## src/rtl/snake_head_ctrl_if.sv

```systemverilog
// Handshake bundle between the key/direction source and the snake head controller.
interface snake_head_ctrl_if #(
   parameter int unsigned X_W = 6,
   parameter int unsigned Y_W = 5
);
   logic [1:0]     dir_in;
   logic           dir_valid;
   logic           start;
   logic           pause;
   logic [X_W-1:0] head_x;
   logic [Y_W-1:0] head_y;
   logic [1:0]     cur_dir;
   logic           step_pulse;
   logic           game_over;
   logic [1:0]     state;

   modport master (
      output dir_in, dir_valid, start, pause,
      input  head_x, head_y, cur_dir, step_pulse, game_over, state
   );

   modport slave (
      input  dir_in, dir_valid, start, pause,
      output head_x, head_y, cur_dir, step_pulse, game_over, state
   );
endinterface

```

## src/rtl/snake_head_ctrl.sv

```systemverilog
// Snake head position controller: latches turns, steps once per game tick,
// detects wall hits and holds the game state.
// Direction encoding: TOP=0, DOWN=1, LEFT=2, RIGHT=3 (opposite = bit0 flipped).
module snake_head_ctrl #(
   parameter int unsigned GRID_W   = 40,
   parameter int unsigned GRID_H   = 30,
   parameter int unsigned X_W      = 6,
   parameter int unsigned Y_W      = 5,
   parameter logic [23:0] TICK_MAX = 24'd4_999_999,
   parameter int unsigned START_X  = 20,
   parameter int unsigned START_Y  = 15
) (
   input logic               sys_clk,
   input logic               sys_rst_n,
   snake_head_ctrl_if.slave  bus
);

   localparam int unsigned CNT_W = 24;
   localparam logic [1:0] TOP_DIR   = 2'd0;
   localparam logic [1:0] DOWN_DIR  = 2'd1;
   localparam logic [1:0] LEFT_DIR  = 2'd2;
   localparam logic [1:0] RIGHT_DIR = 2'd3;
   localparam logic [X_W-1:0] X_START = X_W'(START_X);
   localparam logic [Y_W-1:0] Y_START = Y_W'(START_Y);
   localparam logic [X_W-1:0] X_LAST  = X_W'(GRID_W - 1);
   localparam logic [Y_W-1:0] Y_LAST  = Y_W'(GRID_H - 1);

   typedef enum logic [1:0] {
      IDLE  = 2'd0,
      RUN   = 2'd1,
      PAUSE = 2'd2,
      DEAD  = 2'd3
   } state_t;

   state_t         state_q, state_nxt;
   logic [X_W-1:0] head_x_q, head_x_nxt;
   logic [Y_W-1:0] head_y_q, head_y_nxt;
   logic [1:0]     cur_dir_q, cur_dir_nxt;
   logic [1:0]     pending_q, pending_nxt;
   logic [CNT_W-1:0] cnt_q, cnt_nxt;
   logic           step_q, step_nxt;
   logic           over_q, over_nxt;

   logic           wall_hit;
   logic [X_W-1:0] move_x;
   logic [Y_W-1:0] move_y;

   // Bounds check and candidate position, both from the latched request.
   always_comb begin
      wall_hit = 1'b0;
      move_x   = head_x_q;
      move_y   = head_y_q;
      case (pending_q)
         TOP_DIR: begin
            wall_hit = (head_y_q == '0);
            move_y   = head_y_q - Y_W'(1);
         end
         DOWN_DIR: begin
            wall_hit = (head_y_q == Y_LAST);
            move_y   = head_y_q + Y_W'(1);
         end
         LEFT_DIR: begin
            wall_hit = (head_x_q == '0);
            move_x   = head_x_q - X_W'(1);
         end
         default: begin
            wall_hit = (head_x_q == X_LAST);
            move_x   = head_x_q + X_W'(1);
         end
      endcase
   end

   // Next-state, turn acceptance, tick counter and step generation.
   always_comb begin
      state_nxt   = state_q;
      head_x_nxt  = head_x_q;
      head_y_nxt  = head_y_q;
      cur_dir_nxt = cur_dir_q;
      pending_nxt = pending_q;
      cnt_nxt     = cnt_q;
      step_nxt    = 1'b0;
      over_nxt    = over_q;

      // Reversal check is against the direction actually travelled.
      if (state_q != DEAD && bus.dir_valid && bus.dir_in != (cur_dir_q ^ 2'b01)) begin
         pending_nxt = bus.dir_in;
      end

      case (state_q)
         IDLE, DEAD: begin
            if (bus.start) begin
               state_nxt   = RUN;
               head_x_nxt  = X_START;
               head_y_nxt  = Y_START;
               cur_dir_nxt = TOP_DIR;
               pending_nxt = TOP_DIR;
               cnt_nxt     = '0;
               over_nxt    = 1'b0;
            end
         end
         RUN: begin
            if (bus.pause) begin
               state_nxt = PAUSE;
            end else if (cnt_q == TICK_MAX) begin
               cnt_nxt = '0;
               if (wall_hit) begin
                  state_nxt = DEAD;
                  over_nxt  = 1'b1;
               end else begin
                  head_x_nxt  = move_x;
                  head_y_nxt  = move_y;
                  cur_dir_nxt = pending_q;
                  step_nxt    = 1'b1;
               end
            end else begin
               cnt_nxt = cnt_q + CNT_W'(1);
            end
         end
         default: begin
            if (!bus.pause) state_nxt = RUN;
         end
      endcase
   end

   // State and output registers with synchronous active-low reset.
   always_ff @(posedge sys_clk) begin
      if (!sys_rst_n) begin
         state_q   <= IDLE;
         head_x_q  <= X_START;
         head_y_q  <= Y_START;
         cur_dir_q <= TOP_DIR;
         pending_q <= TOP_DIR;
         cnt_q     <= '0;
         step_q    <= 1'b0;
         over_q    <= 1'b0;
      end else begin
         state_q   <= state_nxt;
         head_x_q  <= head_x_nxt;
         head_y_q  <= head_y_nxt;
         cur_dir_q <= cur_dir_nxt;
         pending_q <= pending_nxt;
         cnt_q     <= cnt_nxt;
         step_q    <= step_nxt;
         over_q    <= over_nxt;
      end
   end

   assign bus.head_x     = head_x_q;
   assign bus.head_y     = head_y_q;
   assign bus.cur_dir    = cur_dir_q;
   assign bus.step_pulse = step_q;
   assign bus.game_over  = over_q;
   assign bus.state      = state_q;

endmodule

```

## src/flat_wrapper.sv

```systemverilog
// flat-port wrapper written by rule: the top's interface ports become plain ports
module snake_head_ctrl_flat 
#(
   parameter int unsigned GRID_W   = 40,
   parameter int unsigned GRID_H   = 30,
   parameter int unsigned X_W      = 6,
   parameter int unsigned Y_W      = 5,
   parameter logic [23:0] TICK_MAX = 24'd4_999_999,
   parameter int unsigned START_X  = 20,
   parameter int unsigned START_Y  = 15
)
  (sys_clk, sys_rst_n, bus_dir_in, bus_dir_valid, bus_start, bus_pause, bus_head_x, bus_head_y, bus_cur_dir, bus_step_pulse, bus_game_over, bus_state);
  snake_head_ctrl_if #(.X_W(X_W), .Y_W(Y_W)) bus_i ();
  input logic sys_clk;
  input logic sys_rst_n;
  input wire logic [$bits(bus_i.dir_in)-1:0] bus_dir_in;
  input wire logic [$bits(bus_i.dir_valid)-1:0] bus_dir_valid;
  input wire logic [$bits(bus_i.start)-1:0] bus_start;
  input wire logic [$bits(bus_i.pause)-1:0] bus_pause;
  output wire logic [$bits(bus_i.head_x)-1:0] bus_head_x;
  output wire logic [$bits(bus_i.head_y)-1:0] bus_head_y;
  output wire logic [$bits(bus_i.cur_dir)-1:0] bus_cur_dir;
  output wire logic [$bits(bus_i.step_pulse)-1:0] bus_step_pulse;
  output wire logic [$bits(bus_i.game_over)-1:0] bus_game_over;
  output wire logic [$bits(bus_i.state)-1:0] bus_state;
  assign bus_i.dir_in = bus_dir_in;
  assign bus_i.dir_valid = bus_dir_valid;
  assign bus_i.start = bus_start;
  assign bus_i.pause = bus_pause;
  assign bus_head_x = bus_i.head_x;
  assign bus_head_y = bus_i.head_y;
  assign bus_cur_dir = bus_i.cur_dir;
  assign bus_step_pulse = bus_i.step_pulse;
  assign bus_game_over = bus_i.game_over;
  assign bus_state = bus_i.state;
  snake_head_ctrl #(.GRID_W(GRID_W), .GRID_H(GRID_H), .X_W(X_W), .Y_W(Y_W), .TICK_MAX(TICK_MAX), .START_X(START_X), .START_Y(START_Y)) u_core (.sys_clk(sys_clk), .sys_rst_n(sys_rst_n), .bus(bus_i));
endmodule
```

## config.mk

```make
export PLATFORM = sky130hd
export DESIGN_NAME = snake_head_ctrl_flat
export DESIGN_NICKNAME = d
export VERILOG_FILES = /design/src/rtl/snake_head_ctrl_if.sv /design/src/rtl/snake_head_ctrl.sv /design/src/flat_wrapper.sv
export SDC_FILE = /design/constraint.sdc
export NUM_CORES = 1
export LEC_CHECK = 0
export ABC_AREA = 1
export CAP_MARGIN = 20
export CORE_MARGIN = 3
export CORE_UTILIZATION = 25
export CTS_CLUSTER_DIAMETER = 50
export DETAILED_ROUTE_END_ITERATION = 12
export GPL_TIMING_DRIVEN = 0
export PLACE_DENSITY_LB_ADDON = 0.08
export SLEW_MARGIN = 20
export SYNTH_ARGS = -nofsm -noshare
export SYNTH_HDL_FRONTEND = slang
export SYNTH_SLANG_ARGS = --single-unit
```

## constraint.sdc

```tcl
create_clock -name sys_clk -period 1.9 [get_ports sys_clk]
set_input_delay 0.38 -clock sys_clk [delete_from_list [all_inputs] [get_ports sys_clk]]
set_output_delay 0.38 -clock sys_clk [all_outputs]
set_load 0.03 [all_outputs]
```

==> impl_metrics.yaml, run 1 <==
timing:
  rsz0062_at_grt: "true"
  final.setup.tns_ns: 0
  max_slew_margin_pct: 60.39
  worstMarginPinSlew_ns: 0.5942
  max_freq_ghz: 0.5446
  maxSlewViolCount: 0
  skew_ns: 0.02337
  finalSetupViolations: 0
  fin_crit_sh_pct: 96.64
  finalHoldViolations: 0
  finalCriticalPeriod_ns: 1.836
outcome:
  status: "finished clean"
global_routing:
  track_usage_pct: 12.02
  grt_pass1_vias: 2542
  antenna_found_initial: 0
  grt_overflow: 0
  grt_start_max_net_pins: 15
  grt_pass1_wl_um: 12270
setup_path:
  cp_num_buf_inv: 1
  path_delay_family: "buffers and inverters"
  slowest_delay_ns: 0.72
  cp_cell_sequence: "clkdlybuf4s50_1"
  crit_fanout: 6
  critPathSlowestCell: "clkdlybuf4s50_1"
  cp-end-kind: "output pin"
  timing.rr.end: "u_core.bus.head_x[0]"
  critPathLaunchType: "flop"
  worst_r2r_path_depth: 11
  r2r-start: "u_core.bus.state[0]"
  crit_type: "reg2out"
  crit_required_ns: 1.52
  worstPathArrival_ns: 1.46
  rrSetupSlack_ns: 0.12
finish:
  drive_above_1_share_pct: 15.65
  area_delta_synth_final_pct: 26.40
  fin_util_pct: 33.00
  num_antenna_cells: 0
  fin_nets: 478
synth:
  ys.flop_type: "dfxtp_1"
  synth_commonest_cells: "nand2_1, nor2_1, inv_1, dfxtp_1, nand3_1"
  synthArstFlopShare_pct: 0
  synth.top_cell.area_share_pct: 31.37
  mappedNetlistArea_mm2: 0.002744
  synth_edf_count: 0
  syn_nets: 436
  synth_cell_types: 37
  syn_inst: 417
  synth_most_common_cell: "nand2_1"
  synth_area_leaders: "dfxtp_1, nand2_1, nor2_1"
  yosysWarnings: 0
  synth.largest_area_cell: "dfxtp_1"
  postSynthAreaPerCell_um2: 6.580
  synth_seq_cells: 43
  synth_seq_area_share_pct: 31.37
clocking:
  h-tree-depth: 2
  cts_buffers: 5
  hold_buffers: 0
  clockBufferDepth: 2
  cts_tree: "yes"
  clock-root-buffer: "clkbuf_8"
  clkLatencyLatePin_ns: 0.31
  cts.clk_slew.worst_paths_ns: 0.10
  cts.sinks: 43
routing:
  totalWireLength_um: 7258
  drt_iter0_markers: 145
  vias: 2637
  avgRoutedWirePerCell_um: 12.18
  drc_errors: 0
  viasPerCell: 4.424
  antenna_left: 0
  firstDrtPassIters: 4
pwr:
  clock_power_share_pct: 17.1
  p_int_mw: 2.414
  pwr-share-comb_pct: 56.9
  power_density_mw_per_mm2: 1254
  p_seq_share_pct: 26.0
  swShare_pct: 44.50
  ir_drop_v: 0.0007246
  switching_power_mw: 1.936
  p_leak_nw: 1.471
min_path:
  min_to: "u_core.cnt_q[22]"
  hold_depth: 2
  worstHoldPathType: "reg2reg"
  min_from: "u_core.cnt_q[22]"
floorplan:
  die_height_um: 110.8
  die-area_mm2: 0.01227
  io_pins: 24
  initial_utilization_pct: 26.11
  num_rows: 37
  die_w_um: 110.8
  core_mm2: 0.01051
place:
  io_buffers: 22
  place.gp.congestion: 0.7760
  place_hpwl_um: 5503
flow_run:
  cap_violations: 0
## layout make-up
cell class                      instances  area [µm²]
Fill cell                            1127        7041
Timing Repair Buffer                   35       344.1
Sequential cell                        43       870.8
Clock buffer                            5       68.82
Tap cell                              136       170.2
Clock inverter                          3       43.79
Inverter                               63       236.5
Multi-Input combinational cell        305        1693
Buffer                                  6       41.29
## cells in the final DEF, fill, tap and decap left out, drive strengths merged, types with 2 or more instances in the layout
cell type,instances
ha,10
fa,2
a21oi,23
nor3,16
nor3b,2
nor2,62
nand3b,2
nor4,2
a211oi,5
nand2,106
xor2,8
clkinv,4
inv,61
nand3,37
o21ai,11
clkbuf,6
nand4,9
clkdlybuf4s50,20
dlygate4sd2,2
xnor2,3
dfxtp,43
buf,18
## power groups by stage
stage	Clock (mW)	Sequential (mW)	Combinational (mW)
final	0.746	1.13	2.48
after global routing	0.815	1.15	2.76
after CTS	0.782	1.13	2.21
after detailed placement	0	1.14	2.00
after global placement	0	1.14	2.01
after floorplan	0	1.26	1.30
## kinds of logic after synthesis
kind of cell,Yosys count,synth area share [%]
AOI/OAI and AO/OA,44,9.804
and+or+nand+nor,238,39.63
xor gates and xnor gates,11,3.511
buffers and inverters,69,9.667
DFF,43,31.37
adders and majority gates,12,6.019
## sequential cells by signal, summed over array words and instances (netlist names)
name and flops:
u_core.pending_q 2, u_core.bus.cur_dir 2, u_core.bus.head_y 5, u_core.bus.step_pulse 1, u_core.bus.game_over 1, u_core.bus.state 2
u_core.cnt_q 24, u_core.bus.head_x 6
## per-stage QoR
stage               area (µm²)  worst slack, ns  hold slack [ns]  power, mW  cells
floorplan                 2746          0.04041           0.4390      2.562    417
global placement          3137          -0.3967           0.4466      3.155    575
detailed placement        3137          -0.3935           0.4567      3.147    575
CTS                       3311          0.01668           0.4713      4.120    586
global route              3468        -0.004463           0.5065      4.723    596
finish                    3468          0.06384           0.4728      4.350    596
## worst register-to-register path: cells and delay by family, from the launching register on
| kind | cells | cell delay, ns |
|---|---|---|
| and+or+nand+nor | 7 | 0.62 |
| DFF | 1 | 0.39 |
| AOI/OAI and AO/OA | 1 | 0.28 |
| adders and majority gates | 1 | 0.22 |
| buffers and inverters | 2 | 0.21 |
## worst max-delay path by stage
| stage | slack (ns) | startpoint | to | cells after the start |
|---|---|---|---|---|
| floorplan | 0.04 | u_core.bus.state[1] | u_core.cnt_q[12] | 11 |
| global placement | -0.40 | bus_start | u_core.cnt_q[19] | 9 |
| detailed placement | -0.39 | bus_start | u_core.cnt_q[19] | 9 |
| CTS | 0.02 | u_core.pending_q[0] | u_core.bus.head_x[4] | 11 |
| global route | -0.004 | u_core.pending_q[0] | u_core.bus.head_x[5] | 12 |
| finish | 0.06 | u_core.bus.head_y[0] | bus_head_y[0] | 1 |
## layer usage
metal  global-route usage [%]  share of wire, %
met1                    17.25                54
met2                    18.45                43
met3                    1.856               2.4
met4                    3.695              0.61
met5                        0                 0
## repair_timing
item | CTS | global route
endpoints found under the setup margin | 28 | 28
gates resized for setup | 12 | 22
pin swaps | 0 | 8
buffers inserted | 3 | 10
No activity file was read; power rests on OpenSTA's default activity.
==> run 2, diff against run 1 <==
- ABC_AREA: 1 -> unset
- GPL_TIMING_DRIVEN: 0 -> unset
- MAX_ROUTING_LAYER: unset -> met4
==> impl_metrics.yaml, run 2 <==
finish:
  final_common_cell: "buf_4"
  fillers: 1032
  fin_nets: 404
  num_antenna_cells: 0
  final_cell_mix: "buf_4, dfxtp_1, nor2_1, nand2_1, clkdlybuf4s50_1"
  largest_register_ffs: 24
  drive_above_1_share_pct: 30.05
  regMostFlops: "u_core.cnt_q"
  area_delta_synth_final_pct: 44.97
  fin_util_pct: 37.43
setup_path:
  rrSetupSlack_ns: 0.08
  cp.depth: 1
  crit_type: "reg2out"
  r2r-start: "u_core.pending_q[1]"
  timing.rr.end: "u_core.bus.head_x[5]"
  worstPathArrival_ns: 1.46
  slowest_delay_ns: 0.72
  cp-end-kind: "output pin"
  cp_num_buf_inv: 1
  endpoint: "bus_head_x[2]"
  crit_start: "u_core.bus.head_x[2]"
  critPathLaunchType: "flop"
  cp_cell_sequence: "clkdlybuf4s50_1"
  crit_fanout: 5
  path_delay_family: "buffers and inverters"
  crit_required_ns: 1.52
  critPathSlowestCell: "clkdlybuf4s50_1"
  worst_r2r_path_depth: 9
pwr:
  p_int_mw: 1.797
  p_seq_share_pct: 36.7
  power_density_mw_per_mm2: 719.5
  p_leak_nw: 1.511
  ir_drop_v: 0.0003265
  swShare_pct: 31.74
  pwr-share-comb_pct: 35.0
  switching_power_uw: 835.6
  clock_power_share_pct: 28.3
synth:
  yosys.area_share.adder_pct: 6.544
  synth.top_cell.area_share_pct: 34.11
  synth_area_leaders: "dfxtp_1, xor2_1, ha_1"
  synthSimpleGateAreaFrac_pct: 27.76
  synth_seq_cells: 43
  synthArstFlopShare_pct: 0
  synth_cell_types: 55
  synth_top_family_by_area: "simple AND/OR/NAND/NOR gates"
  syn_nets: 311
  synth.largest_area_cell: "dfxtp_1"
  synth_edf_count: 0
  mappedNetlistArea_mm2: 0.002524
  yosysWarnings: 0
  ys.flop_type: "dfxtp_1"
  synth-compound-area-share_pct: 15.12
  synth_most_common_cell: "dfxtp_1"
  synth_seq_area_share_pct: 34.11
  synth_commonest_cells: "dfxtp_1, nor2_1, nand2_1, nand3_1, xor2_1"
  postSynthAreaPerCell_um2: 8.643
  synth_xor_area_share_pct: 10.06
  syn_inst: 292
  synth.area.mux_share_pct: 2.033
timing:
  finalHoldViolations: 0
  max_slew_margin_pct: 75.50
  fin_crit_sh_pct: 97.00
  finalSetupViolations: 0
  worstMarginPinSlew_ns: 0.3637
  rsz0062_at_grt: "true"
  layout_setup_ws_ns: 0.05700
  max_freq_ghz: 0.5426
  maxSlewViolCount: 0
  finalCriticalPeriod_ns: 1.843
  final.setup.tns_ns: 0
  hold-worst-slack_ns: 0.4607
  skew_ns: 0.007101
global_routing:
  grt_overflow: 0
  track_usage_pct: 12.31
  grt_pass1_wl_um: 10990
  grt_pass1_vias: 2282
  grt_start_max_net_pins: 22
  antenna_found_initial: 0
floorplan:
  io_pins: 24
  num_rows: 36
  core_mm2: 0.009774
  die_height_um: 106.5
  die-area_mm2: 0.01134
  initial_utilization_pct: 25.82
  die_w_um: 106.5
clocking:
  cts.sinks: 43
  cts_tree: "yes"
  clkLatencyLatePin_ns: 0.29
  cts_buffers: 5
  hold_buffers: 0
  clockBufferDepth: 2
  cts.clk_slew.worst_paths_ns: 0.08
  clock-root-buffer: "clkbuf_8"
  h-tree-depth: 2
routing:
  dr_wl_met3_um: 146
  drt_iter0_markers: 86
  antenna_left: 0
  m1WireLength_um: 3559
  firstDrtPassIters: 4
  drc_errors: 0
  totalWireLength_um: 6699
  vias: 2364
  viasPerCell: 4.555
  routed.top_layer: "met4"
  avgRoutedWirePerCell_um: 12.91
  met2_length_um: 2918
place:
  place_hpwl_um: 5092
  place.gp.congestion: 0.7333
  io_buffers: 23
  pre_cts_ws_ns: -0.2240
flow_run:
  cap_violations: 0
min_path:
  worstHoldPathType: "reg2reg"
outcome:
  status: "finished clean"
-- run 2: how the worst min path moves through the flow --
stage / from / end / cells past startpoint
2_1_floorplan: u_core.cnt_q[23] / u_core.cnt_q[23] / 1
3_3_place_gp: u_core.bus.game_over / u_core.bus.game_over / 2
3_5_place_dp: u_core.bus.game_over / u_core.bus.game_over / 2
4_1_cts: u_core.bus.game_over / u_core.bus.game_over / 2
5_1_grt: u_core.bus.game_over / u_core.bus.game_over / 2
6_report: u_core.bus.game_over / u_core.bus.game_over / 2
-- run 2: per-stage QoR --
step	power (mW)	cell area, µm²	std cells
2_1_floorplan	1.476	2532	292
3_3_place_gp	1.810	3341	504
3_5_place_dp	1.805	3341	504
4_1_cts	2.611	3516	514
5_1_grt	2.800	3659	519
6_report	2.632	3659	519
-- run 2: power by group through the flow --
stage,Clock (mW),Sequential (mW),Combinational (mW)
4_1_cts,0.788,0.962,0.862
2_1_floorplan,0,1.01,0.470
5_1_grt,0.810,0.970,1.02
3_3_place_gp,0,0.978,0.833
3_5_place_dp,0,0.978,0.827
6_report,0.745,0.967,0.921
-- run 2: kinds of logic (layout without fill, tap and decap cells) --
group | count (synthesis) | in the layout
xor gates and xnor gates | 29 | 29
muxes | 5 | 5
DFF | 43 | 43
adders and majority gates | 12 | 12
and+or+nand+nor | 129 | 130
AOI/OAI and AO/OA | 56 | 56
buffers and inverters | 18 | 111
-- run 2: what timing repair did --
action,CTS,global route
gates cloned,0,1
buffers inserted,2,4
resized for setup,11,24
pin swaps,3,14
endpoints found under the setup margin,34,40
-- run 2: routing by layer --
layer,GRT usage [%],vias up
met2,18.69,24
met1,17.01,1107
li1,-,1228
met4,3.288,0
met3,2.064,5
met5,-,-
-- run 2: final cells by class --
type,instances,area (µm²),share of cell area (%)
multi-input combinational,232,1692,46.24
sequential,43,873.3,23.87
timing repair buffer,94,773.2,21.14
tap,133,166.4,4.549
clock buffer,6,82.58,2.257
inverter,9,36.28,0.9918
clock inverter,2,35.03,0.9576
==> run 3, diff against run 2 <==
- ABC_AREA: unset -> 1
- SETUP_SLACK_MARGIN: unset -> 0.2
==> impl_metrics.yaml, run 3 (same netlist as run 1, synthesis figures left out) <==
timing:
  max_freq_ghz: 0.5800
  worstMarginPinSlew_ns: 0.4953
  finalSetupViolations: 0
  max_slew_margin_pct: 66.63
  maxSlewViolCount: 0
  final.setup.tns_ns: 0
  fin_crit_sh_pct: 90.75
  finalCriticalPeriod_ns: 1.724
  skew_ns: 0.006908
  finalHoldViolations: 0
  rsz0062_at_grt: "true"
place:
  place.gp.congestion: 0.7458
  io_buffers: 23
  placed_cell_area_mm2: 0.003322
  dp_cells: 594
  place_hpwl_um: 5708
setup_path:
  crit_type: "reg2reg"
  critPathSlowestCell: "dfxtp_4"
  timing.rr.end: "u_core.bus.head_x[4]"
  worst_r2r_path_depth: 11
  r2r-start: "u_core.pending_q[0]"
  critPathLaunchType: "flop"
  slowest_delay_ns: 0.38
  cp_cell_sequence: "inv_2 -> nand2_2 -> inv_4 -> fa_2 -> nand2_1 -> nand2_1 -> a21oi_2 -> o21ai_0 -> a21o_1 -> nand3_1 -> nand3_1"
  cp-end-kind: "flop"
  crit_start: "u_core.pending_q[0]"
  rrSetupSlack_ns: 0.18
  worstPathArrival_ns: 1.92
  endpoint: "u_core.bus.head_x[4]"
  crit_required_ns: 2.09
  crit_fanout: 5
routing:
  drt_iter0_markers: 115
  viasPerCell: 4.471
  totalWireLength_um: 7614
  avgRoutedWirePerCell_um: 12.36
  firstDrtPassIters: 4
  antenna_left: 0
  drc_errors: 0
  vias: 2754
outcome:
  status: "finished clean"
pwr:
  ir_drop_v: 0.0006398
  power_mw: 4.777
  power_density_mw_per_mm2: 1227
  p_leak_nw: 1.686
floorplan:
  num_rows: 37
  initial_utilization_pct: 26.11
  die_height_um: 110.8
  die-area_mm2: 0.01227
  core_mm2: 0.01051
  die_w_um: 110.8
  io_pins: 24
clocking:
  cts.clk_slew.worst_paths_ns: 0.09
  clockBufferDepth: 2
  cts_tree: "yes"
  h-tree-depth: 2
  clock-root-buffer: "clkbuf_8"
  clkLatencyLatePin_ns: 0.30
  cts.sinks: 43
  cts_buffers: 5
finish:
  regMostFlops: "u_core.cnt_q"
  fin_nets: 498
  final_common_cell: "nand2_1"
  largest_register_ffs: 24
  final_cell_mix: "nand2_1, inv_1, nor2_1, dfxtp_1, buf_4"
  stdcell_count: 616
  area_delta_synth_final_pct: 41.86
  num_antenna_cells: 0
  fin_util_pct: 37.04
  postLayoutCellArea_mm2: 0.003892
  drive_above_1_share_pct: 28.33
global_routing:
  track_usage_pct: 12.79
  grt_overflow: 0
  grt_start_max_net_pins: 19
  antenna_found_initial: 0
  grt_pass1_vias: 2679
  grt_pass1_wl_um: 12880
min_path:
  min_from: "u_core.cnt_q[22]"
  hold_depth: 2
  worstHoldPathType: "reg2reg"
flow_run:
  cap_violations: 0
[run 3: changes by cell type in the layout (fill, tap and decap cells not counted), moves of 11 or more]
cell | before | now
clkdlybuf4s50_1 | 19 | 6
inv_1 | 7 | 49
nand2_2 | 2 | 13
nand3_1 | 15 | 29
nand2_1 | 21 | 88
buf_4 | 70 | 31
dlygate4sd2_1 | 1 | 16
nor2_1 | 31 | 49
[run 3: worst min-delay path by stage]
stage | slack [ns] | to
6_report | 0.47 | u_core.cnt_q[22]
5_1_grt | 0.49 | u_core.cnt_q[22]
4_1_cts | 0.47 | u_core.cnt_q[22]
3_5_place_dp | 0.46 | u_core.cnt_q[22]
3_3_place_gp | 0.46 | u_core.cnt_q[22]
2_1_floorplan | 0.44 | u_core.cnt_q[22]
[run 3: cell type report]
cell class / instances / area, µm²
clock buffers: 5 / 68.82
clock inverters: 3 / 67.56
fillers: 1147 / 6616
inverters: 63 / 249.0
multi-input cells: 305 / 1919
flip-flops and latches: 43 / 884.6
well taps: 136 / 170.2
repair buffers: 61 / 533.0
[run 3: per-layer routing]
| metal | routed length (µm) | vias to the layer above | GRT usage (%) |
|---|---|---|---|
| met1 | 3935 | 1260 | 17.57 |
| li1 | - | 1459 | - |
| met2 | 3435 | 30 | 19.78 |
| met5 | 0 | - | - |
| met3 | 187 | 5 | 2.183 |
| met4 | 57 | 0 | 2.709 |
[run 3: where the power goes]
part	total [mW]	internal (mW)	switching, mW
Clock	0.880	0.525	0.356
Combinational	2.75	1.17	1.58
Sequential	1.14	1.02	0.121
Total	4.78	2.72	2.06
[run 3: metrics by stage]
stage	setup WS [ns]	hold slack [ns]
4_1_cts	0.09028	0.4710
2_1_floorplan	0.2020	0.4382
3_3_place_gp	-0.1180	0.4572
3_5_place_dp	-0.1401	0.4574
5_1_grt	0.06298	0.4893
6_report	0.1757	0.4676
[run 3: worst max-delay path, delay by kind of cell, from the launching register on]
family	cells	cell delay (ns)
compound gates	3	0.40
fa+ha+maj	1	0.34
buf+inv	2	0.12
flops	1	0.38
simple gates	5	0.38
[run 3: timing repair]
action	4_1_cts	5_1_grt
hold endpoints to repair	0	0
setup endpoints to repair	51	38
pin swaps	11	20
setup buffers	6	8
hold buffers	0	0
resized for setup	43	61
